===== config.mk =====
export PLATFORM = sky130hd
export DESIGN_NAME = freq_meter_core
export DESIGN_NICKNAME = d
export VERILOG_FILES = /design/src/rtl/freq_meter_pkg.sv /design/src/rtl/freq_meter_core_schmitt.sv /design/src/rtl/freq_meter_core.sv
export SDC_FILE = /design/constraint.sdc
export NUM_CORES = 1
export LEC_CHECK = 0
export BUFFER_PORTS_ARGS = -buffer_cell sky130_fd_sc_hd__buf_2
export CELL_PAD_IN_SITES_DETAIL_PLACEMENT = 0
export CELL_PAD_IN_SITES_GLOBAL_PLACEMENT = 1
export CORE_ASPECT_RATIO = 1.75
export CORE_MARGIN = 2
export CORE_UTILIZATION = 30
export DETAILED_ROUTE_END_ITERATION = 8
export PLACE_DENSITY = 0.66
export SETUP_SLACK_MARGIN = 0.15
export SLEW_MARGIN = 20
export SYNTH_ARGS = -nofsm -noshare
export SYNTH_HDL_FRONTEND = slang
export SYNTH_SLANG_ARGS = --single-unit

===== constraint.sdc =====
create_clock -name clk -period 5 [get_ports clk]
set_clock_uncertainty 0.1 [all_clocks]
set_input_delay 0.25 -clock clk [delete_from_list [all_inputs] [get_ports clk]]
set_output_delay 0.25 -clock clk [all_outputs]
set_load 0.1 [all_outputs]

===== src/rtl/freq_meter_pkg.sv =====
// Shared types for the frequency meter: gate encodings, FSM states, averaging depth
// and gate scale factors.
package freq_meter_pkg;

    typedef enum logic [1:0] {
        GATE_1S    = 2'b00,
        GATE_100MS = 2'b01,
        GATE_10MS  = 2'b10
    } gate_e;

    typedef enum logic [1:0] {
        S_IDLE,
        S_GATE,
        S_SCALE,
        S_OUT
    } state_e;

    localparam int unsigned AVG_DEPTH = 4;

    // The reserved code 2'b11 behaves as a 1 s gate.
    function automatic gate_e norm_gate(input logic [1:0] sel);
        case (sel)
            2'b01:   return GATE_100MS;
            2'b10:   return GATE_10MS;
            default: return GATE_1S;
        endcase
    endfunction

    function automatic int unsigned gate_scale(input gate_e g);
        case (g)
            GATE_100MS: return 10;
            GATE_10MS:  return 100;
            default:    return 1;
        endcase
    endfunction

endpackage


===== src/rtl/freq_meter_core_schmitt.sv =====
// fm_schmitt: registers each ADC sample on the strobe, applies hysteresis and flags
// rising level crossings one clock after the strobe.
module fm_schmitt
    import freq_meter_pkg::*;
#(
    parameter int unsigned DATA_W = 8
) (
    input  logic              clk,
    input  logic              rstn,
    input  logic              i_stb,
    input  logic [DATA_W-1:0] i_data,
    input  logic [DATA_W-1:0] i_thr_hi,
    input  logic [DATA_W-1:0] i_thr_lo,
    output logic [DATA_W-1:0] o_sample,
    output logic              o_vld,
    output logic              o_rise
);
    logic [DATA_W-1:0] r_sample;
    logic              r_level;
    logic              r_vld;
    logic              r_rise;
    logic              w_level_nxt;

    always_comb begin
        w_level_nxt = r_level;
        if (i_data >= i_thr_hi)
            w_level_nxt = 1'b1;
        else if (i_data <= i_thr_lo)
            w_level_nxt = 1'b0;
    end

    always_ff @(posedge clk or negedge rstn) begin
        if (!rstn) begin
            r_sample <= '0;
            r_level  <= 1'b0;
            r_vld    <= 1'b0;
            r_rise   <= 1'b0;
        end else begin
            r_vld  <= i_stb;
            r_rise <= i_stb & w_level_nxt & ~r_level;
            if (i_stb) begin
                r_sample <= i_data;
                r_level  <= w_level_nxt;
            end
        end
    end

    assign o_sample = r_sample;
    assign o_vld    = r_vld;
    assign o_rise   = r_rise;

endmodule


===== src/rtl/freq_meter_core.sv =====
// freq_meter_core: ADC clock generation, gated edge counting and Vpp measurement.
// Optional FREQ_METER_AVG_EN reports the mean of the last AVG_DEPTH gate results.
module freq_meter_core
    import freq_meter_pkg::*;
#(
    parameter int unsigned DATA_W = 8,
    parameter int unsigned CLK_HZ = 27_000_000,
    parameter int unsigned AD_DIV = 2,
    parameter int unsigned FREQ_W = 32
) (
    input  logic              clk,
    input  logic              rstn,
    input  logic              en,
    input  logic [1:0]        gate_sel,
    input  logic [DATA_W-1:0] thr_hi,
    input  logic [DATA_W-1:0] thr_lo,
    output logic              ad_clk,
    input  logic [DATA_W-1:0] ad_data,
    output logic [FREQ_W-1:0] freq_hz,
    output logic [DATA_W-1:0] vpp,
    output logic              meas_valid,
    output logic              overflow,
    output logic              busy
);
    localparam int unsigned HALF       = AD_DIV / 2;
    localparam int unsigned DIV_W      = (HALF > 1) ? $clog2(HALF) : 1;
    localparam int unsigned GCNT_W     = $clog2(CLK_HZ);
    localparam int unsigned XW         = FREQ_W + 7;
    localparam int unsigned LOAD_1S    = CLK_HZ / gate_scale(GATE_1S) - 1;
    localparam int unsigned LOAD_100MS = CLK_HZ / gate_scale(GATE_100MS) - 1;
    localparam int unsigned LOAD_10MS  = CLK_HZ / gate_scale(GATE_10MS) - 1;

    logic [DIV_W-1:0]  r_div;
    logic              r_ad_clk;
    logic              w_div_end;
    logic              w_stb;

    assign w_div_end = (r_div == DIV_W'(HALF - 1));
    assign w_stb     = w_div_end & ~r_ad_clk;

    always_ff @(posedge clk or negedge rstn) begin
        if (!rstn) begin
            r_div    <= '0;
            r_ad_clk <= 1'b0;
        end else if (w_div_end) begin
            r_div    <= '0;
            r_ad_clk <= ~r_ad_clk;
        end else begin
            r_div <= r_div + DIV_W'(1);
        end
    end

    logic [DATA_W-1:0] w_sample;
    logic              w_vld;
    logic              w_rise;

    fm_schmitt #(.DATA_W(DATA_W)) u_schmitt (
        .clk      (clk),
        .rstn     (rstn),
        .i_stb    (w_stb),
        .i_data   (ad_data),
        .i_thr_hi (thr_hi),
        .i_thr_lo (thr_lo),
        .o_sample (w_sample),
        .o_vld    (w_vld),
        .o_rise   (w_rise)
    );

    state_e            r_state;
    gate_e             r_gsel;
    logic [GCNT_W-1:0] r_gcnt;
    logic [FREQ_W-1:0] r_cnt;
    logic              r_ovf;
    logic [DATA_W-1:0] r_min;
    logic [DATA_W-1:0] r_max;
    logic              r_seen;
    logic [FREQ_W-1:0] r_freq;
    logic [DATA_W-1:0] r_vpp;
    logic              r_ovf_out;
    logic              r_valid;
    logic              r_busy;

    gate_e             w_gsel_nxt;
    logic [GCNT_W-1:0] w_gload;
    logic              w_start;
    logic [XW-1:0]     w_x;
    logic [XW-1:0]     w_x10;
    logic [XW-1:0]     w_prod;
    logic              w_sat;
    logic [FREQ_W-1:0] w_res;
    logic              w_ovf_nxt;
    logic [DATA_W-1:0] w_vpp;

    assign w_gsel_nxt = norm_gate(gate_sel);
    assign w_start    = en && ((r_state == S_IDLE) || (r_state == S_OUT));

    always_comb begin
        case (w_gsel_nxt)
            GATE_100MS: w_gload = GCNT_W'(LOAD_100MS);
            GATE_10MS:  w_gload = GCNT_W'(LOAD_10MS);
            default:    w_gload = GCNT_W'(LOAD_1S);
        endcase
    end

    // x10 = x<<3 + x<<1; x100 applies the same step twice
    always_comb begin
        w_x   = XW'(r_cnt);
        w_x10 = (w_x << 3) + (w_x << 1);
        case (r_gsel)
            GATE_100MS: w_prod = w_x10;
            GATE_10MS:  w_prod = (w_x10 << 3) + (w_x10 << 1);
            default:    w_prod = w_x;
        endcase
        w_sat     = |w_prod[XW-1:FREQ_W];
        w_res     = w_sat ? '1 : w_prod[FREQ_W-1:0];
        w_ovf_nxt = r_ovf | w_sat;
        w_vpp     = r_seen ? (r_max - r_min) : '0;
    end

`ifdef FREQ_METER_AVG_EN
    localparam int unsigned SUM_W = FREQ_W + 2;
    localparam int unsigned HCW   = $clog2(AVG_DEPTH);

    logic [AVG_DEPTH-2:0][FREQ_W-1:0] r_hist;
    logic [AVG_DEPTH-2:0]             r_hovf;
    logic [HCW-1:0]                   r_hcnt;
    logic [SUM_W-1:0]                 w_sum;
    logic                             w_hovf;

    always_comb begin
        w_sum  = SUM_W'(w_res);
        w_hovf = w_ovf_nxt;
        for (int unsigned i = 0; i < AVG_DEPTH - 1; i++) begin
            w_sum  = w_sum + SUM_W'(r_hist[i]);
            w_hovf = w_hovf | r_hovf[i];
        end
    end
`endif

    always_ff @(posedge clk or negedge rstn) begin
        if (!rstn) begin
            r_state   <= S_IDLE;
            r_gsel    <= GATE_1S;
            r_gcnt    <= '0;
            r_cnt     <= '0;
            r_ovf     <= 1'b0;
            r_min     <= '1;
            r_max     <= '0;
            r_seen    <= 1'b0;
            r_freq    <= '0;
            r_vpp     <= '0;
            r_ovf_out <= 1'b0;
            r_valid   <= 1'b0;
            r_busy    <= 1'b0;
`ifdef FREQ_METER_AVG_EN
            r_hist    <= '0;
            r_hovf    <= '0;
            r_hcnt    <= '0;
`endif
        end else begin
            r_valid <= 1'b0;
            case (r_state)
                S_IDLE: r_busy <= 1'b0;
                S_GATE: begin
                    if (!en) begin
                        r_state <= S_IDLE;
                        r_busy  <= 1'b0;
                    end else begin
                        r_gcnt <= r_gcnt - GCNT_W'(1);
                        if (w_rise) begin
                            if (&r_cnt)
                                r_ovf <= 1'b1;
                            else
                                r_cnt <= r_cnt + FREQ_W'(1);
                        end
                        if (w_vld) begin
                            r_seen <= 1'b1;
                            if (w_sample < r_min) r_min <= w_sample;
                            if (w_sample > r_max) r_max <= w_sample;
                        end
                        if (r_gcnt == '0) begin
                            r_state <= S_SCALE;
                            r_busy  <= 1'b0;
                        end
                    end
                end
                S_SCALE: begin
                    r_state <= S_OUT;
`ifdef FREQ_METER_AVG_EN
                    r_hist <= {r_hist[AVG_DEPTH-3:0], w_res};
                    r_hovf <= {r_hovf[AVG_DEPTH-3:0], w_ovf_nxt};
                    if (r_hcnt == HCW'(AVG_DEPTH - 1)) begin
                        r_freq    <= w_sum[SUM_W-1:2];
                        r_vpp     <= w_vpp;
                        r_ovf_out <= w_hovf;
                        r_valid   <= 1'b1;
                    end else begin
                        r_hcnt <= r_hcnt + HCW'(1);
                    end
`else
                    r_freq    <= w_res;
                    r_vpp     <= w_vpp;
                    r_ovf_out <= w_ovf_nxt;
                    r_valid   <= 1'b1;
`endif
                end
                default: r_state <= S_IDLE;
            endcase
            // Starting a gate overrides the idle/out handling above.
            if (w_start) begin
                r_state <= S_GATE;
                r_busy  <= 1'b1;
                r_gsel  <= w_gsel_nxt;
                r_gcnt  <= w_gload;
                r_cnt   <= '0;
                r_ovf   <= 1'b0;
                r_min   <= '1;
                r_max   <= '0;
                r_seen  <= 1'b0;
`ifdef FREQ_METER_AVG_EN
                if ((r_state == S_IDLE) || (w_gsel_nxt != r_gsel))
                    r_hcnt <= '0;
`endif
            end
        end
    end

    assign ad_clk     = r_ad_clk;
    assign freq_hz    = r_freq;
    assign vpp        = r_vpp;
    assign meas_valid = r_valid;
    assign overflow   = r_ovf_out;
    assign busy       = r_busy;

endmodule


=== Yosys cells after proc, flatten, opt, wreduce, memory -nomap -nowiden ===
Cells that the tools add are included.

* Output and inout port bits: 44
* Bits of input ports: 29
* Register bits: 135
* Logic and storage cells: 114

* Eq/ne operators: 12
* Mux-type cells: 44
* Reduce and logical (&&, ||, !) cells: 22
* Add/sub/neg operators: 6
* Bitwise logic cells: 7
* $lt $le $gt $ge: 4

{| class="wikitable"
|+ Operators with widths
! cell !! count
|-
| 32-bit two-way mux || 6
|-
| 8-bit two-way mux || 11
|-
| 39-bit one-hot mux with 2 select lines || 1
|-
| 25-bit two-way mux || 3
|-
| 25-bit one-hot mux with 2 select lines || 1
|-
| 39-bit by 37-bit adder with 39-bit output || 1
|-
| 35-bit by 33-bit adder with 36-bit output || 1
|-
| 32-bit by 1-bit adder with 32-bit output, second input constant || 1
|-
| 32-bit AND reduction || 1
|-
| 25-bit logical NOT || 1
|-
| 25-bit by 1-bit subtractor with 25-bit output, second input constant || 1
|-
| 1-bit two-way mux || 16
|-
| 4-bit AND reduction || 4
|-
| 2-bit nonzero test || 7
|-
| 2-bit equality test, second input constant || 5
|-
| 2-bit by 1-bit equality test with 1-bit output, second input constant || 4
|-
| 8-bit >= comparator || 1
|-
| 8-bit greater-than comparator || 1
|-
| 8-bit <= comparator || 1
|-
| 8-bit < comparator || 1
|-
| 8-bit subtractor || 1
|-
| 7-bit OR reduction || 1
|-
| 2-bit two-way mux || 3
|-
| 2-bit one-hot mux with 3 select lines || 1
|-
| 14 further kinds || 21
|}

=== Depth between registers and ports, before layout ===
Gate-level depths: netlist (run 1).

* Word-level depth: 6
* Gate-level depth with buffers: 25
* Gate-level depth less buffers: 23

=== By module ===
From an unflattened synthesis (run 1), not the netlist that was laid out.

* Cells, all modules: 1299
* Area total of the unflattened synthesis: 11207.0 sq um

{| class="wikitable"
|+ Modules (own cells, without submodules)
! module !! instances !! cells each !! seq. area each (sq um) !! area each (sq um)
|-
| freq_meter_core || 1 || 1223 || 3088.0 || 10406.2
|-
| fm_schmitt || 1 || 76 || 275.3 || 800.8
|}

=== Least setup slack after synthesis (run 1) ===
OpenSTA, ideal clock, no wires.

* Kind: reg-to-reg
* Start: register r_cnt[1]
* End: register r_freq[10], in the netlist freq_hz[10]
* Path slack: -0.324 ns
* Required time: 4.749 ns
* Arrival time: 5.073 ns
* Stages on the path, launching flop included: 23
* Library setup time: 0.151 ns
* Period minus slack after synthesis: 5.324 ns
* Path buffers: 1
* Cells stage by stage: dfrtp_1 ha_1 a211o_1 a21oi_2 o21ai_2 nor2_1 o21ai_0 a21o_1 a41oi_1 o21ai_0 xor2_1 ha_1 and3_1 and4_1 nor2b_1 and4_1 nand2_1 a2111o_1 nand4_1 a41oi_2 a2111oi_4 buf_6 a31oi_2

* Word-level cells in the longest chain between the ends: 5

{| class="wikitable"
|+ Ends and longest elaborated chain
! item !! line !! RTL
|-
| start, declared || freq_meter_core.sv:72 || <nowiki>logic [FREQ_W-1:0] r_cnt;</nowiki>
|-
| start signal, assigned || freq_meter_core.sv:174 || <nowiki>r_cnt <= r_cnt + FREQ_W'(1);</nowiki>
|-
| 35-bit by 33-bit adder with 36-bit output * || freq_meter_core.sv:108 || <nowiki>w_x10 = (w_x << 3) + (w_x << 1);</nowiki>
|-
| 39-bit by 37-bit adder with 39-bit output || freq_meter_core.sv:111 || <nowiki>GATE_10MS: w_prod = (w_x10 << 3) + (w_x10 << 1);</nowiki>
|-
| 39-bit one-hot mux with 2 select lines * || freq_meter_core.sv:109 || <nowiki>case (r_gsel)</nowiki>
|-
| 7-bit OR reduction || freq_meter_core.sv:114 || <nowiki>w_sat = |w_prod[XW-1:FREQ_W];</nowiki>
|-
| 32-bit two-way mux * || freq_meter_core.sv:115 || <nowiki>w_res = w_sat ? '1 : w_prod[FREQ_W-1:0];</nowiki>
|-
| end signal, assigned || freq_meter_core.sv:201 || <nowiki>r_freq <= w_res;</nowiki>
|-
| end, declared || freq_meter_core.sv:77 || <nowiki>logic [FREQ_W-1:0] r_freq;</nowiki>
|}

Every way passes the cells marked *; elsewhere a longest branch is shown, timed or not.
A chain may end at the register's enable or synchronous reset.

=== Final worst setup path (run 1) ===
* Start: register r_cnt[1]
* End: register r_freq[25], in the netlist freq_hz[25]

Same word-level chain as after synthesis.

==> results of run 1 <==
==> logic make-up after synthesis <==
kind of cell / count (synthesis) / share of synthesized area, %
adders and majority gates: 115 / 12.64
DFF: 133 / 28.86
xor gates and xnor gates: 95 / 7.194
muxes: 20 / 1.817
buffers and inverters: 139 / 4.825
and+or+nand+nor: 400 / 17.32
AOI/OAI and AO/OA: 465 / 27.35
==> flip-flops by register name (all words and copies together) (netlist names), 2 cells and up <==
name                cells
freq_hz                32
r_cnt                  32
r_gcnt                 25
r_max                   8
r_min                   8
u_schmitt.o_sample      8
vpp                     8
r_gsel                  2
r_state                 2
==> cell type report <==
class                      instances  share of cell area [%]
timing repair buffer             366                   17.12
sequential                       133                   20.97
multi-input combinational       1095                   52.42
inverter                          80                   1.876
clock inverter                    11                  0.9459
clock buffer                      21                   2.877
tap                              485                   3.791
==> through the flow <==
stage | power (W) | setup TNS, ps | cells | instance area [sq um]
6_report | 0.006161 | -10720 | 2191 | 16010
2_1_floorplan | 0.004080 | 0 | 1367 | 11770
4_1_cts | 0.006226 | -8863 | 2180 | 15630
5_1_grt | 0.006521 | -17180 | 2191 | 16010
3_5_place_dp | 0.004882 | -15620 | 2116 | 14420
3_3_place_gp | 0.004839 | -14150 | 2116 | 14420
==> cells in the mapped netlist (33+ instances only) <==
| library cell | count | area (sq um) |
|---|---|---|
| nor2_1 | 103 | 386.6 |
| or3_1 | 33 | 206.5 |
| clkbuf_1 | 46 | 172.7 |
| xor2_1 | 39 | 341.6 |
| ha_1 | 112 | 1401 |
| nand2_1 | 103 | 386.6 |
| o21ai_0 | 104 | 520.5 |
| a21o_1 | 38 | 285.3 |
| a21oi_1 | 114 | 570.6 |
| dfrtp_1 | 125 | 3128 |
| inv_1 | 79 | 296.5 |
| xnor2_1 | 56 | 490.5 |
==> how the worst max path moves through the flow <==
stage / from / endpoint / slack [ps]
after detailed placement: r_cnt[2] / freq_hz[12] / -550
final: r_cnt[1] / freq_hz[25] / -350
after global placement: r_cnt[2] / freq_hz[14] / -500
after global routing: r_cnt[1] / freq_hz[29] / -550
after floorplan: r_cnt[2] / freq_hz[10] / 110
after CTS: r_cnt[2] / freq_hz[17] / -310
==> worst reg2reg max path, cell delays in order (launching register included) <==
cell and delay (ps):
dfrtp_2 430, buf_6 130, fa_2 400, a21oi_2 160, nand4b_1 180, and2_4 200, nor2b_1 50, o21ai_1 150
nand2_2 100, a21oi_2 170, nand2b_4 150, a21oi_4 70, ha_4 320, o21ai_4 70, a211oi_4 290, o21ai_4 100
a21oi_4 260, o21ai_2 130, a211oi_2 320, o31ai_4 140, a32oi_2 250, xor2_2 130, a2111oi_4 370, buf_6 180
buf_12 120, buf_16 140, a31oi_2 90
==> power by group <==
part           internal, W  leakage, nW  switching, W
Combinational     0.000755         5.65       0.00244
Clock             0.000812        0.286      0.000508
Sequential         0.00142         1.64      0.000229
==> repair_timing <==
action,in CTS,in global routing
endpoints found under the hold margin,86,0
pin swaps,32,45
setup endpoints to repair,33,33
cloned,2,1
hold buffers,8,0
gates resized for setup,57,60
buffers inserted,22,10
==> routing by layer <==
layer / vias to the layer above / global-route usage (%) / wire, um
met4: 0 / 12.16 / 2263
met5: - / 0 / 0
met1: 5594 / 19.80 / 14720
met2: 241 / 39.01 / 22390
met3: 97 / 2.198 / 953
li1: 5685 / - / -
==> qor.yml, run 1 <==
outcome:
  status: "finished with violations"
  violations: "setup timing"
synth:
  synth-main-ff-cell: "dfrtp_1"
  synth_edf_count: 0
  synth_cell_type_count: 87
  ys_ff_latch: 133
  synthCells: 1367
  ys_async_sr_fraction_pct: 100.0
  syn_avg_cell_area_sq_um: 8.461
  synth-seq-area-share_pct: 28.86
  syn_area_sq_um: 11570
  yosys_warnings: 0
  syn-num-nets: 1511
setup_path:
  r2r_cells: 26
  cpMaxStageDelayCell: "dfrtp_2"
  startpoint_type: "flip-flop"
  crit_arrival_ps: 5550
  cp_slowest_stage_delay_ps: 430
  worstSetupPathType: "reg -> reg"
  rrSetupSlack_ps: -350
  r2r_start: "r_cnt[1]"
  crit_buf_inv: 4
  end_kind: "flip-flop"
  cp.depth: 26
  critPathTopFamily: "compound AO/OA/AOI/OAI gates"
  cp.required_ps: 5200
  cp_max_fo: 5
  rr_endpoint: "freq_hz[25]"
route:
  wl_per_cell_um: 18.40
  drtIter0Drc: 456
  finalWirelength_um: 40320
  vias_per_cell: 5.302
  vias: 11620
  drtPass1Iterations: 5
  drcViolationCount: 0
  ant_nets: 0
floorplan:
  io_pins: 73
  coreArea_sq_um: 38270
  die_area_sq_um: 40200
  num_rows: 95
  die_h_um: 263.7
  chipWidth_um: 152.4
  start_util_pct: 30.22
timing:
  setup_viol_count_final: 33
  period_minus_slack_ps: 5351
  finalHoldViolations: 0
  setup_slack_ps: -350.5
  finalCritPeriodShare_pct: 107.0
  rsz0062_at_grt: "yes"
  slew_viol_final: 0
  fmax_mhz: 186.9
  maxSlewHeadroom_pct: 45.68
  tightest_slew_ps: 814.8
  holdWs_ps: 29.48
layout:
  final_core_util_pct: 41.82
  finalNetCount: 1837
  area_delta_synth_final_pct: 38.38
  diodes: 0
  regArea_sq_um: 3356
  layout_common_cells: "buf_4, dfrtp_1, nand2_1, nor2_1, a21oi_1"
  n_fill_cell: 3897
  drive_above_1_share_pct: 33.88
  multiInputGateArea_sq_um: 8391
  final_common_cell: "buf_4"
global_routing:
  grt_usage_pct: 19.93
  grt_pass1_vias: 12160
  antenna_found_initial: 0
  grt_max_degree: 86
  grt-ovfl-total: 0
  grt_pass1_wl_um: 63700
power:
  p_leak_nw: 7.580
  irDropWorstVdd_v: 0.0003059
  powerDensity_nw_per_um2: 384.9
run:
  cap_violations: 0
placement:
  dpl.hpwl_um: 30730
  port-buffer-count: 72
  gp_congestion: 0.8995
  dp_slack_ps: -549.6
clocking:
  clk_latency_ps: 440
  cts_buffers: 17
  cts_sinks: 133
  ctsLongestPathBuffers: 2
  clk_root_buffer_cell: "clkbuf_16"
  cts_max_level: 4
  cts_tree: "built"
  path_clk_slew_ps: 70
worst_hold_path:
  hold_depth: 2
  whs_endpoint: "r_gcnt[22]"
  hp-class: "in -> reg"
  hp-start: "en"
(Power assumes the default switching activity.)
==> run 2, diff against run 1 <==
Settings changed: REMOVE_ABC_BUFFERS set to 1.
==> run 2 against run 1 <==
- the run still ends with setup timing left
- non-clock buffer count is 15 higher
- combinational power is 1% higher
- critical path type unchanged
- sequential cell count stayed put
- final cell count is 0.68% higher
- cell area is 0.82% higher
==> qor.yml, run 2 (synthesis results as in run 1) <==
outcome:
  status: "finished with violations"  # unchanged
  violations: "setup timing"  # unchanged
clocking:
  path_clk_slew_ps: 60  # was 70 ps
  ctsLongestPathBuffers: 2  # unchanged
  clk_root_buffer_cell: "clkbuf_16"  # unchanged
  cts_tree: "built"  # unchanged
  cts_max_level: 4  # unchanged
  clk_latency_ps: 450  # was 440 ps
  cts_sinks: 133  # unchanged
  cts_buffers: 17  # unchanged
route:
  ant_nets: 0  # unchanged
  wl_per_cell_um: 18.71  # was 18.40 um
  drtPass1Iterations: 5  # unchanged
  drcViolationCount: 0  # unchanged
  vias: 11830  # was 11.62k
  drtIter0Drc: 480  # was 456
  finalWirelength_um: 41270  # was 40,320 um
  vias_per_cell: 5.362  # was 5.302
layout:
  final_common_cell: "buf_4"  # unchanged
  drive_above_1_share_pct: 34.63  # was 33.88%
  finalInstanceArea_sq_um: 16140  # was 16,010 sq um
  finalNetCount: 1852  # was 1,837
  diodes: 0  # unchanged
  final_core_util_pct: 42.16  # was 41.82%
  layout_common_cells: "buf_4, dfrtp_1, nand2_1"  # was buf_4, dfrtp_1, nand2_1, nor2_1, a21oi_1
  area_delta_synth_final_pct: 39.52  # was 38.38%
floorplan:
  coreArea_sq_um: 38270  # unchanged
  start_util_pct: 30.22  # unchanged
  die_h_um: 263.7  # unchanged
  num_rows: 95  # unchanged
  io_pins: 73  # unchanged
  die_area_sq_um: 40200  # unchanged
  chipWidth_um: 152.4  # unchanged
timing:
  maxSlewHeadroom_pct: 38.15  # was 45.68%
  finalHoldViolations: 0  # unchanged
  period_minus_slack_ps: 5338  # was 5351 ps
  setup_slack_ps: -338.3  # was -350.5 ps
  rsz0062_at_grt: "yes"  # unchanged
  finalCritPeriodShare_pct: 106.8  # was 107.0%
  setup_viol_count_final: 33  # unchanged
  slew_viol_final: 0  # unchanged
  tightest_slew_ps: 927.7  # was 814.8 ps
  fmax_mhz: 187.3  # was 186.9 MHz
setup_path:
  r2r_start: "r_cnt[1]"  # unchanged
  startpoint_type: "flip-flop"  # unchanged
  cp.required_ps: 5230  # was 5200 ps
  rr_endpoint: "freq_hz[6]"  # was freq_hz[25]
  worstSetupPathType: "reg -> reg"  # unchanged
  r2r_cells: 27  # was 26
  cp_max_fo: 12  # was 5
  end_kind: "flip-flop"  # unchanged
  rrSetupSlack_ps: -340  # was -350 ps
  crit_arrival_ps: 5560  # was 5550 ps
placement:
  dp_slack_ps: -910.8  # was -549.6 ps
  gp_congestion: 0.8906  # was 0.8995
  port-buffer-count: 72  # unchanged
  dpl.hpwl_um: 30870  # was 30,730 um
  placed_area_sq_um: 14360  # was 14,420 sq um
worst_hold_path:
  hp-class: "in -> reg"  # unchanged
  whs_endpoint: "r_gcnt[22]"  # unchanged
  hold_depth: 2  # unchanged
  hp-start: "en"  # unchanged
power:
  p_int_w: 0.003031  # was 0.002985 W
  share_comb_of_total_power_pct: 51.6  # was 51.8%
  p_clk_share_pct: 22.3  # was 21.4%
  power.switching_w: 0.003237  # was 0.003176 W
  irDropWorstVdd_v: 0.0002619  # was 0.0003059 V
  powerDensity_nw_per_um2: 388.4  # was 384.9 nW/um^2
  p_leak_nw: 7.617  # was 7.580 nW
  swShare_pct: 51.65  # was 51.54%
  seq_power_share_pct: 26.2  # was 26.7%
  finalPower_w: 0.006268  # was 0.006161 W
global_routing:
  grt_pass1_wl_um: 65400  # was 63,700 um
  antenna_found_initial: 0  # unchanged
  grt_max_degree: 94  # was 86
  grt-ovfl-total: 0  # unchanged
  grt_usage_pct: 20.43  # was 19.93%
  grt_pass1_vias: 12630  # was 12.16k
run:
  cap_violations: 0  # unchanged
[run 2: cell types whose count changed in the layout (fill, tap and decap cells not counted), sizes merged]
cell      delta
clkinv       +2
bufinv       +1
inv          +1
buf         +16
clkbuf       -4
clkinvlp     -1
[run 2: repair_timing]
item	CTS	global route
hold buffers	8	0
endpoints found under the setup margin	33	33
hold endpoints to repair	92	0
pin swaps	52	45
setup buffers	20	6
gates cloned	2	0
gates resized for setup	100	56
[run 2: power groups by stage]
| stage | clock network (W) | logic (W) | registers [W] |
|---|---|---|---|
| floorplan | 0 | 0.00124 | 0.00278 |
| global placement | 0 | 0.00317 | 0.00165 |
| detailed placement | 0 | 0.00322 | 0.00166 |
| CTS | 0.00142 | 0.00327 | 0.00164 |
| global route | 0.00147 | 0.00347 | 0.00169 |
| finish | 0.00140 | 0.00323 | 0.00164 |
[run 2: metal layers]
| layer | routed length [um] | global-route usage [%] |
|---|---|---|
| met5 | 0 | 0 |
| met1 | 14980 | 19.85 |
| met3 | 846 | 2.477 |
| met4 | 2521 | 12.21 |
| met2 | 22920 | 40.47 |
[run 2: how the worst max path moves through the flow]
stage,from,to,slack [ps],cells after the start
detailed placement,r_cnt[0],freq_hz[1],-910,24
global route,r_cnt[1],freq_hz[22],-530,27
CTS,r_cnt[2],freq_hz[22],-300,27
finish,r_cnt[1],freq_hz[6],-340,27
floorplan,r_cnt[17],freq_hz[1],-1410,21
global placement,r_cnt[0],freq_hz[1],-850,24
[run 2: worst max-delay path, cell delays in order, from the launching register on]
cell       delay (ps)
dfrtp_1           430
ha_4              260
a211o_1           320
a211o_1           370
a31o_4            260
a21oi_2           150
nor2_1             80
nor2_2            120
xnor2_2            80
ha_1              290
buf_4             140
nand2_2            50
a211oi_2          240
o21ai_1           130
a21oi_2           130
buf_6             140
a31oi_4           100
buf_6             150
nor3_4            210
o31ai_2            80
buf_4             150
a32oi_2           240
xor2_2            120
a2111oi_4         310
buf_6             190
buf_12            120
buf_16            160
a21oi_2            70
[run 2: cell type report]
type	instances	area (sq um)
Clock inverter	14	200.2
Multi-Input combinational cell	1095	8414
Clock buffer	18	439.2
Fill cell	3843	22140
Timing Repair Buffer	381	2825
Inverter	80	300.3
Sequential cell	133	3351
Tap cell	485	606.8
[run 2: stage by stage]
| stage | hold slack, ps | setup TNS, ps | cells |
|---|---|---|---|
| final | 22.55 | -9448 | 2206 |
| after global routing | 30.35 | -15760 | 2206 |
| after CTS | 10.87 | -8427 | 2200 |
| after detailed placement | 296.8 | -27830 | 2138 |
| after global placement | 292.5 | -25640 | 2138 |
| after floorplan | -145.6 | -41830 | 1308 |
